`config.mk`:
```
export PLATFORM = sky130hd
export DESIGN_NAME = rx78_ram_dump_flat
export DESIGN_NICKNAME = d
export VERILOG_FILES = /design/src/rtl/rx78_ram_dump_if.sv /design/src/rtl/rx78_ram_dump.sv /design/src/flat_wrapper.sv
export SDC_FILE = /design/constraint.sdc
export NUM_CORES = 1
export LEC_CHECK = 0
export BUFFER_PORTS_ARGS = -buffer_cell sky130_fd_sc_hd__buf_2
export CAP_MARGIN = 30
export CORE_MARGIN = 10
export CORE_UTILIZATION = 45
export CTS_CLUSTER_DIAMETER = 30
export DETAILED_ROUTE_END_ITERATION = 8
export PLACE_DENSITY_LB_ADDON = 0.15
export RECOVER_POWER = 50
export SETUP_SLACK_MARGIN = 0.1
export SYNTH_ARGS = -nofsm -noshare
export SYNTH_HDL_FRONTEND = slang
export SYNTH_SLANG_ARGS = --single-unit
```
`constraint.sdc`:
```
create_clock -name clk -period 2.4 [get_ports clk]
set_input_delay 0.36 -clock clk [delete_from_list [all_inputs] [get_ports clk]]
set_output_delay 0.36 -clock clk [all_outputs]
set_load 0.02 [all_outputs]
```
`src/rtl/rx78_ram_dump_if.sv`:
```
// rx78_ram_dump_if
// Bundles the signals around the RAM dump responder:
//   - HPS ioctl side : ioctl_upload, ioctl_index, ioctl_rd, ioctl_addr in;
//                      ioctl_din, ioctl_wait back to the HPS.
//   - CPU bus request: hold_req out, hold_ack back from the Z80.
//   - RAM read port  : mem_addr, mem_rd out, mem_q back (one-cycle latency).
//   - busy           : session-in-progress flag for the top level.
// master = the surrounding system (HPS, CPU, RAM mux); slave = the responder.
interface rx78_ram_dump_if;
  logic        ioctl_upload;
  logic [7:0]  ioctl_index;
  logic        ioctl_rd;
  logic [24:0] ioctl_addr;
  logic [7:0]  ioctl_din;
  logic        ioctl_wait;
  logic        hold_req;
  logic        hold_ack;
  logic [15:0] mem_addr;
  logic        mem_rd;
  logic [7:0]  mem_q;
  logic        busy;

  modport master (
    output ioctl_upload, ioctl_index, ioctl_rd, ioctl_addr, hold_ack, mem_q,
    input  ioctl_din, ioctl_wait, hold_req, mem_addr, mem_rd, busy
  );

  modport slave (
    input  ioctl_upload, ioctl_index, ioctl_rd, ioctl_addr, hold_ack, mem_q,
    output ioctl_din, ioctl_wait, hold_req, mem_addr, mem_rd, busy
  );
endinterface

```
`src/rtl/rx78_ram_dump.sv`:
```
// rx78_ram_dump
// Read-side responder for HPS uploads (core-to-HPS save). While an upload
// with index INDEX is running, the Z80 is held off the bus and each HPS read
// strobe is answered with the byte at BASE + offset from the extension RAM.
// Offsets at or beyond SIZE read back as 8'hff without touching the RAM.
// Ports:
//   clk   - system clock
//   reset - synchronous, active-high
//   bus   - rx78_ram_dump_if.slave (ioctl, bus-request and RAM read signals)
// All outputs are registered.
module rx78_ram_dump #(
  parameter logic [7:0]  INDEX = 8'd2,
  parameter logic [15:0] BASE  = 16'h6000,
  parameter logic [24:0] SIZE  = 25'h05000
) (
  input logic           clk,
  input logic           reset,
  rx78_ram_dump_if.slave bus
);

  typedef enum logic [2:0] {IDLE, HOLD, READY, RD, LAT} state_t;

  state_t      state;
  logic        pending;
  logic        oor_q;

  logic        active;
  logic        strobe_oor;
  logic [15:0] strobe_addr;
  logic        take;

  assign active      = bus.ioctl_upload && (bus.ioctl_index == INDEX);
  assign strobe_oor  = (bus.ioctl_addr >= SIZE);
  assign strobe_addr = BASE + bus.ioctl_addr[15:0];

  // A strobe is latched only while no read is outstanding; strobes during
  // RD/LAT (or while a restarted read is still pending) are ignored.
  assign take = bus.ioctl_rd && !pending &&
                (state == IDLE || state == HOLD || state == READY);

  // Single FSM: a dropped session wins over everything else, and a lost
  // hold_ack parks the FSM in HOLD with the request kept pending so the
  // read restarts from RD once the bus comes back.
  always_ff @(posedge clk) begin
    if (reset) begin
      state          <= IDLE;
      pending        <= 1'b0;
      oor_q          <= 1'b0;
      bus.ioctl_din  <= 8'h00;
      bus.ioctl_wait <= 1'b0;
      bus.hold_req   <= 1'b0;
      bus.mem_addr   <= 16'h0000;
      bus.mem_rd     <= 1'b0;
      bus.busy       <= 1'b0;
    end else begin
      // busy outlives the session until the CPU has actually taken the bus back
      bus.busy <= active || (bus.busy && bus.hold_ack);

      if (!active) begin
        state          <= IDLE;
        pending        <= 1'b0;
        bus.hold_req   <= 1'b0;
        bus.mem_rd     <= 1'b0;
        bus.ioctl_wait <= 1'b0;
      end else begin
        bus.hold_req <= 1'b1;

        if (take) begin
          pending        <= 1'b1;
          bus.ioctl_wait <= 1'b1;
          bus.mem_addr   <= strobe_addr;
          oor_q          <= strobe_oor;
        end

        case (state)
          IDLE: state <= HOLD;

          HOLD: begin
            if (bus.hold_ack) state <= READY;
          end

          READY: begin
            if (!bus.hold_ack) begin
              state <= HOLD;
            end else if (pending || bus.ioctl_rd) begin
              state      <= RD;
              // out-of-range requests run the same sequence without a RAM read
              bus.mem_rd <= pending ? !oor_q : !strobe_oor;
            end
          end

          RD: begin
            bus.mem_rd <= 1'b0;
            state      <= bus.hold_ack ? LAT : HOLD;
          end

          LAT: begin
            if (!bus.hold_ack) begin
              state <= HOLD;
            end else begin
              bus.ioctl_din  <= oor_q ? 8'hff : bus.mem_q;
              bus.ioctl_wait <= 1'b0;
              pending        <= 1'b0;
              state          <= READY;
            end
          end

          default: state <= IDLE;
        endcase
      end
    end
  end

endmodule

```
`src/flat_wrapper.sv`:
```
// flat-port wrapper written by rule: the top's interface ports become plain ports
module rx78_ram_dump_flat 
#(
  parameter logic [7:0]  INDEX = 8'd2,
  parameter logic [15:0] BASE  = 16'h6000,
  parameter logic [24:0] SIZE  = 25'h05000
)
  (clk, reset, bus_ioctl_upload, bus_ioctl_index, bus_ioctl_rd, bus_ioctl_addr, bus_hold_ack, bus_mem_q, bus_ioctl_din, bus_ioctl_wait, bus_hold_req, bus_mem_addr, bus_mem_rd, bus_busy);
  rx78_ram_dump_if bus_i ();
  input logic clk;
  input logic reset;
  input wire logic [$bits(bus_i.ioctl_upload)-1:0] bus_ioctl_upload;
  input wire logic [$bits(bus_i.ioctl_index)-1:0] bus_ioctl_index;
  input wire logic [$bits(bus_i.ioctl_rd)-1:0] bus_ioctl_rd;
  input wire logic [$bits(bus_i.ioctl_addr)-1:0] bus_ioctl_addr;
  input wire logic [$bits(bus_i.hold_ack)-1:0] bus_hold_ack;
  input wire logic [$bits(bus_i.mem_q)-1:0] bus_mem_q;
  output wire logic [$bits(bus_i.ioctl_din)-1:0] bus_ioctl_din;
  output wire logic [$bits(bus_i.ioctl_wait)-1:0] bus_ioctl_wait;
  output wire logic [$bits(bus_i.hold_req)-1:0] bus_hold_req;
  output wire logic [$bits(bus_i.mem_addr)-1:0] bus_mem_addr;
  output wire logic [$bits(bus_i.mem_rd)-1:0] bus_mem_rd;
  output wire logic [$bits(bus_i.busy)-1:0] bus_busy;
  assign bus_i.ioctl_upload = bus_ioctl_upload;
  assign bus_i.ioctl_index = bus_ioctl_index;
  assign bus_i.ioctl_rd = bus_ioctl_rd;
  assign bus_i.ioctl_addr = bus_ioctl_addr;
  assign bus_i.hold_ack = bus_hold_ack;
  assign bus_i.mem_q = bus_mem_q;
  assign bus_ioctl_din = bus_i.ioctl_din;
  assign bus_ioctl_wait = bus_i.ioctl_wait;
  assign bus_hold_req = bus_i.hold_req;
  assign bus_mem_addr = bus_i.mem_addr;
  assign bus_mem_rd = bus_i.mem_rd;
  assign bus_busy = bus_i.busy;
  rx78_ram_dump #(.INDEX(INDEX), .BASE(BASE), .SIZE(SIZE)) u_core (.clk(clk), .reset(reset), .bus(bus_i));
endmodule
```
==> summary.md, run 1 <==
| Metric | Value |
|---|---|
| Final setup fails | `0` |
| Worst reg2reg path depth | `5` |
| Net Count, Synth | `201` |
| PortBufs | `73` |
| Starting density of the core | `47.8%` |
| Most frequent cells in the layout | `buf_2 (45), nor2_1 (35), dfxtp_1 (33)` |
| Drt total wl | `3.86 mm` |
| Clock-pin transition on the worst setup and hold timing paths | `0.09 ns` |
| Crit Path Category | `in2reg` |
| First-pass GRT wire length | `6.57 mm` |
| Setup TNS | `0 ns` |
| End of the worst hold path | `u_core.bus.mem_addr[7]` |
| Final hold slack | `0.286 ns` |
| Deepest clock path buffer count | `2` |
| CTS sink count | `33` |
| DR pass1 iterations | `4` |
| Crit share post-route | `70.9%` |
| Vias in the first global route | `1,472` |
| Iteration-0 DRC Markers | `60` |
| Largest net degree at the start of global routing | `30` |
| Total grt overflow | `0` |
| Routed length per placed instance | `14.3 um` |
| CP Cell Sequence | `buf_2 -> or4_4 -> nor4_4 -> buf_12 -> nor3b_1 -> nor3_2` |
| Pre-CTS setup slack | `0.342 ns` |
| Avg Inst Size Synth | `9.76 sq um` |
| Final Util | `60.6%` |
| Drt via density | `5.08` |
| RR Endpoint | `u_core.oor_q` |
| Yosys reg bits | `33` |
| Register area | `661 sq um` |
| Reg2Reg Launch Point | `u_core.state[0]` |
| Most common cell after layout, fill and taps aside | `buf_2` |
| I/O Pins | `74` |
| Synth Instances | `152` |
| Layout cells sized above 1 | `26.5%` |
| Die area | `5990 sq um` |
| Critical Path Sink Type | `flop` |
| Via count | `1,371` |
| Area growth, synth to finish | `26.8%` |
| Die X | `77.4 um` |
| Buf+Inv Stages, Crit Path | `2` |
| Synth cell types | `39` |
| Initial antenna violation count | `0` |
| Gr usage total | `13.2%` |
| Antenna Nets Post-Route | `0` |
| Max Slew Vio Count | `0` |
| F_max | `0.587 GHz` |
| Crit path max-delay family | `simple AND/OR/NAND/NOR gates` |
| Worst EP required | `2.60 ns` |
| Worst-Margin Slew | `0.558 ns` |
| Post-DP HPWL | `3.13 mm` |
| Worst-path fanout max | `18` |
| Area of the multi-input gates | `744 sq um` |
| Post-layout min period | `1.70 ns` |
| CP max stage cell | `or4_4` |
| Hold Crit Depth | `3` |
| Pwr Density | `485 nW/um^2` |
| Sequential area share after synthesis | `44.5%` |
| Core footprint | `3100 sq um` |
| Final worst slack | `0.698 ns` |
| Htree depth | `2` |
| Relative slew slack | `62.8%` |
| Post-CTS Resized | `0` |
| HP Start | `bus_ioctl_addr[7]` |
| Max-cap violations | `0` |
| RSZ-0062 raised after global routing | `false` |
| Placed cells | `262` |
| DRC errors left | `0` |
| TritonCTS buffer count | `5` |
| Worst Hold Class | `in2reg` |
| R2R setup slack | `0.73 ns` |
| Layout fillers | `311` |
| Yosys warnings | `0` |
| Die height | `77.4 um` |
| Worst Skew | `0.00477 ns` |
| Placer Congestion | `0.807` |
| Max VDD drop | `0.355 mV` |
| Final Hold Violating Endpoints | `0` |
| CTS tree | `yes` |
| CP peak stage delay | `0.57 ns` |
| Hold buffers post-CTS | `0` |
| Leak | `0.749 nW` |
| Clock Tree Root | `clkbuf_4` |
| Non-Filler Instances | `270` |
| Setup Buffers After CTS | `0` |
| Status | `finished clean` |
| Mapped cell area | `1480 sq um` |
| Rows | `20` |
| Worst skew pair latency | `0.33 ns` |
| WP data arrival | `1.90 ns` |
| Net count, final | `274` |
| Critical Path Source Type | `primary input` |
| # diodes | `0` |
[registers in the layout, indices dropped and copies added (netlist names)]
signal and count:
u_core.pending 1, u_core.bus.ioctl_din 8, u_core.bus.hold_req 1, u_core.bus.mem_addr 16
u_core.oor_q 1, u_core.state 3, u_core.bus.busy 1, u_core.bus.ioctl_wait 1
u_core.bus.mem_rd 1
[worst max-delay path by stage]
stage | cells past startpoint | from | to
after floorplan | 6 | bus_ioctl_index[2] | u_core.bus.mem_addr[0]
after global placement | 6 | bus_ioctl_index[2] | u_core.oor_q
after detailed placement | 6 | bus_ioctl_index[2] | u_core.oor_q
after CTS | 6 | bus_ioctl_index[2] | u_core.oor_q
after global routing | 5 | u_core.state[2] | u_core.oor_q
final | 6 | bus_ioctl_index[2] | u_core.oor_q
[layout make-up]
type                    count  share of cell area (%)
well taps                  44                    2.93
inverters                   4                   0.798
multi-input cells         106                    39.6
repair buffers             75                    19.0
flip-flops and latches     33                    35.1
clock buffers               8                    2.59
[routing by layer]
| metal | up-vias | GRT usage [%] | routed length (um) |
|---|---|---|---|
| li1 | 688 | - | - |
| met1 | 627 | 13.7 | 1560 |
| met2 | 49 | 22.5 | 1910 |
| met3 | 7 | 7.14 | 325 |
| met4 | 0 | 4.38 | 61 |
| met5 | - | 0 | 0 |
[worst reg2reg max path: cells and delay by family (launching register included)]
family	cells	cell delay, ns
flip-flops	1	0.39
AND/OR/NAND/NOR	3	0.59
AO/OA/AOI/OAI	1	0.35
buffers and inverters	1	0.21
[where the power goes]
group,internal [W],leakage (nW),switching (W)
clock network,0.000117,0.0265,0.000173
logic,0.0000365,0.456,0.0000378
registers,0.000547,0.266,0.000000213
total,0.000701,0.749,0.000211
[stage by stage]
step,instance area [sq um],total power (W)
global placement,1880,0.000633
global route,1880,0.000965
floorplan,1480,0.000587
finish,1880,0.000912
detailed placement,1880,0.000636
CTS,1920,0.000925
[cell usage after synthesis, drive strengths merged]
cell | number | share of area, %
o211a | 1 | 0.67
o22ai | 1 | 0.42
and4 | 1 | 0.59
dfxtp | 33 | 45
ha | 3 | 2.5
o21a | 2 | 1.0
a211o | 1 | 0.59
nor3b | 3 | 1.5
or3b | 1 | 0.59
nand4bb | 1 | 0.76
a211oi | 9 | 5.2
or3 | 1 | 0.76
nor4b | 2 | 1.2
o21ai | 3 | 1.0
clkbuf | 6 | 1.5
o211ai | 1 | 0.51
a21oi | 2 | 0.67
o2111a | 1 | 0.76
xnor2 | 1 | 0.59
inv | 4 | 1.0
nand2 | 3 | 0.76
nand2b | 1 | 0.42
nor2 | 35 | 9.0
and2 | 1 | 0.42
o21ba | 1 | 0.67
nor3 | 3 | 1.3
nand3b | 3 | 1.5
nand4 | 1 | 0.42
or4 | 1 | 0.76
buf | 3 | 2.9
nor4 | 6 | 4.0
xor2 | 1 | 0.59
mux2i | 16 | 11
[kinds of logic after synthesis]
logic type / synth area share [%]
AO/OA/AOI/OAI: 11.6
buffers and inverters: 5.40
AND/OR/NAND/NOR: 24.0
flip-flops: 44.5
multiplexers: 10.8
XOR/XNOR: 1.18
adder cells (fa/ha/maj): 2.53
(Power assumes the default switching activity.)
==> inputs of run 2 (changes only) <==
CORE_UTILIZATION = 40   (was 45)
clock period = 1.45 ns   (was 2.4 ns; I/O delays follow)
==> summary.md, run 2 (same netlist as run 1, synthesis figures left out) <==
| Metric | Value |
|---|---|
| Status | `finished with violations (was finished clean)` |
| Failing checks | `setup timing` |
| Reg2Reg Launch Point | `u_core.pending (was u_core.state[0])` |
| First-pass GRT wire length | `6.80 mm (was 6.57 mm)` |
| CP Cell Sequence | `buf_6 -> or4_4 -> nor4_4 -> buf_6 -> clkbuf_16 -> mux2i_1 -> nor2_1 (was buf_2 -> or4_4 -> nor4_4 -> buf_12 -> nor3b_1 -> nor3_2)` |
| Worst skew pair latency | `0.28 ns (was 0.33 ns)` |
| Worst EP required | `1.61 ns (was 2.60 ns)` |
| Most common cell after layout, fill and taps aside | `buf_2 (unchanged)` |
| Drt via density | `4.90 (was 5.08)` |
| Rows | `22 (was 20)` |
| Buf+Inv Stages, Crit Path | `3 (was 2)` |
| Final worst slack | `-0.0832 ns (was 0.698 ns)` |
| Htree depth | `2 (unchanged)` |
| R2R setup slack | `-0.05 ns (was 0.73 ns)` |
| TritonCTS buffer count | `5 (unchanged)` |
| I/O Pins | `74 (unchanged)` |
| Critical Path Sink Type | `flop (unchanged)` |
| CTS tree | `yes (unchanged)` |
| Area growth, synth to finish | `48.3% (was 26.8%)` |
| Leak | `0.927 nW (was 0.749 nW)` |
| Largest net degree at the start of global routing | `22 (was 30)` |
| RR Endpoint | `u_core.bus.mem_addr[1] (was u_core.oor_q)` |
| Pwr Density | `774 nW/um^2 (was 485 nW/um^2)` |
| Post-layout min period | `1.53 ns` |
| Clock-pin transition on the worst setup and hold timing paths | `0.06 ns (was 0.09 ns)` |
| Hold Crit Depth | `3 (unchanged)` |
| Final setup fails | `18 (was 0)` |
| Gr usage total | `13.0% (was 13.2%)` |
| Placer Congestion | `0.830 (was 0.807)` |
| Biggest regs | `u_core.bus.mem_addr: 16 flops, u_core.bus.ioctl_din: 8 flops, u_core.state: 3 flops (unchanged)` |
| Worst-path fanout max | `5 (was 18)` |
| Non-Filler Instances | `290 (was 270)` |
| Via count | `1,422 (was 1,371)` |
| HP Start | `bus_ioctl_addr[5] (was bus_ioctl_addr[7])` |
| CTS sink count | `33 (unchanged)` |
| Starting density of the core | `40.8% (was 47.8%)` |
| PortBufs | `73 (unchanged)` |
| F_max | `0.652 GHz` |
| Worst Skew | `0.00317 ns (was 0.00477 ns)` |
| Iteration-0 DRC Markers | `50 (was 60)` |
| CP peak stage delay | `0.57 ns (about the same)` |
| Routed length per placed instance | `15.0 um (was 14.3 um)` |
| Max-cap violations | `0 (unchanged)` |
| Core footprint | `3630 sq um (was 3100 sq um)` |
| Worst Setup SP | `bus_ioctl_index[7] (was bus_ioctl_index[2])` |
| Relative slew slack | `66.4% (was 62.8%)` |
| DR pass1 iterations | `4 (unchanged)` |
| Worst reg2reg path depth | `6 (was 5)` |
| Max Slew Vio Count | `0 (unchanged)` |
| Biggest register | `u_core.bus.mem_addr (unchanged)` |
| Placed cells | `274 (was 262)` |
| Total grt overflow | `0 (unchanged)` |
| Net count, final | `290 (was 274)` |
| Critical Path Source Type | `primary input (unchanged)` |
| Post-DP HPWL | `3.33 mm (was 3.13 mm)` |
| Final Hold Violating Endpoints | `0 (unchanged)` |
| Vias in the first global route | `1,515 (was 1,472)` |
| Final hold slack | `0.184 ns (was 0.286 ns)` |
| Most used cell, CP | `buf_6` |
| End of the worst hold path | `u_core.bus.mem_addr[5] (was u_core.bus.mem_addr[7])` |
| RSZ-0062 raised after global routing | `true (was false)` |
| Setup TNS | `-1.01 ns (was 0 ns)` |
| Worst Hold Class | `in2reg (unchanged)` |
| Initial antenna violation count | `0 (unchanged)` |
| Hold buffers post-CTS | `0 (unchanged)` |
| Deepest clock path buffer count | `2 (unchanged)` |
| Die area | `6550 sq um (was 5990 sq um)` |
| Worst-Margin Slew | `0.504 ns (was 0.558 ns)` |
| WP data arrival | `1.69 ns (was 1.90 ns)` |
| Most frequent cells in the layout | `buf_2 (56), nor2_1 (30), dfxtp_1 (30) (was buf_2 (45), nor2_1 (35), dfxtp_1 (33))` |
| Max VDD drop | `0.526 mV (was 0.355 mV)` |
| Clock Tree Root | `clkbuf_8 (was clkbuf_4)` |
| Crit share post-route | `106%` |
| CP max stage cell | `or4_4 (unchanged)` |
| Crit path max-delay family | `simple AND/OR/NAND/NOR gates (unchanged)` |
| Crit Path Category | `in2reg (unchanged)` |
| Die X | `80.9 um (was 77.4 um)` |
| DRC errors left | `0 (unchanged)` |
| Die height | `80.9 um (was 77.4 um)` |
| Antenna Nets Post-Route | `0 (unchanged)` |
| Max FFs per register | `16 (unchanged)` |
| # diodes | `0 (unchanged)` |
| Drt total wl | `4.34 mm (was 3.86 mm)` |
| Layout cells sized above 1 | `43.0% (was 26.5%)` |
[run 2: where the power goes]
group	internal [W]	total, W	switching, W	leakage, nW
combinational	0.0000675	0.000136	0.0000680	0.621
sequential	0.000907	0.000907	0.000000318	0.267
clock	0.000341	0.000661	0.000320	0.0395
[run 2: what timing repair did]
item                                    CTS  global route
resized for setup                         7             5
setup buffers                             1             4
cloned                                    0             3
endpoints found under the setup margin   31            32
pin swaps                                 2             6
[run 2: area by class of cell]
cell class	instances	area [sq um]
clock buffers	8	80.1
well taps	48	60.1
fillers	357	1430
flip-flops and latches	33	664
repair buffers	91	562
multi-input cells	106	820
inverters	4	15.0
[run 2: worst max-delay path by stage]
stage | endpoint | slack (ns) | cells past startpoint
2_1_floorplan | u_core.bus.mem_addr[0] | -0.14 | 7
4_1_cts | u_core.oor_q | -0.10 | 5
3_5_place_dp | u_core.pending | -0.30 | 5
6_report | u_core.bus.mem_addr[1] | -0.08 | 7
3_3_place_gp | u_core.pending | -0.25 | 5
5_1_grt | u_core.bus.mem_addr[0] | -0.12 | 6
[run 2: stage by stage]
step / instance area, sq um / power, W / setup WS (ns) / utilization [%]
after global placement: 2000 / 0.00106 / -0.247 / 55.1
after CTS: 2110 / 0.00172 / -0.104 / 58.1
after floorplan: 1550 / 0.000975 / -0.144 / -
final: 2200 / 0.00170 / -0.0832 / 60.6
after global routing: 2200 / 0.00178 / -0.122 / 60.6
after detailed placement: 2000 / 0.00106 / -0.299 / 55.1
[run 2: worst reg2reg max path, stage by stage (launching register included)]
cell       delay [ns]
dfxtp_2          0.31
nand3b_1         0.19
nor4_4           0.31
buf_6            0.18
clkbuf_16        0.15
mux2i_1          0.18
nor2_1           0.05
[run 2: routing by layer]
metal  share of wire, %  wire length, um  track usage [%]
met1                 40             1750             13.0
met2                 49             2120             21.7
met3                9.2              401             6.84
met4                1.7               72             6.57
met5                  0                0                0
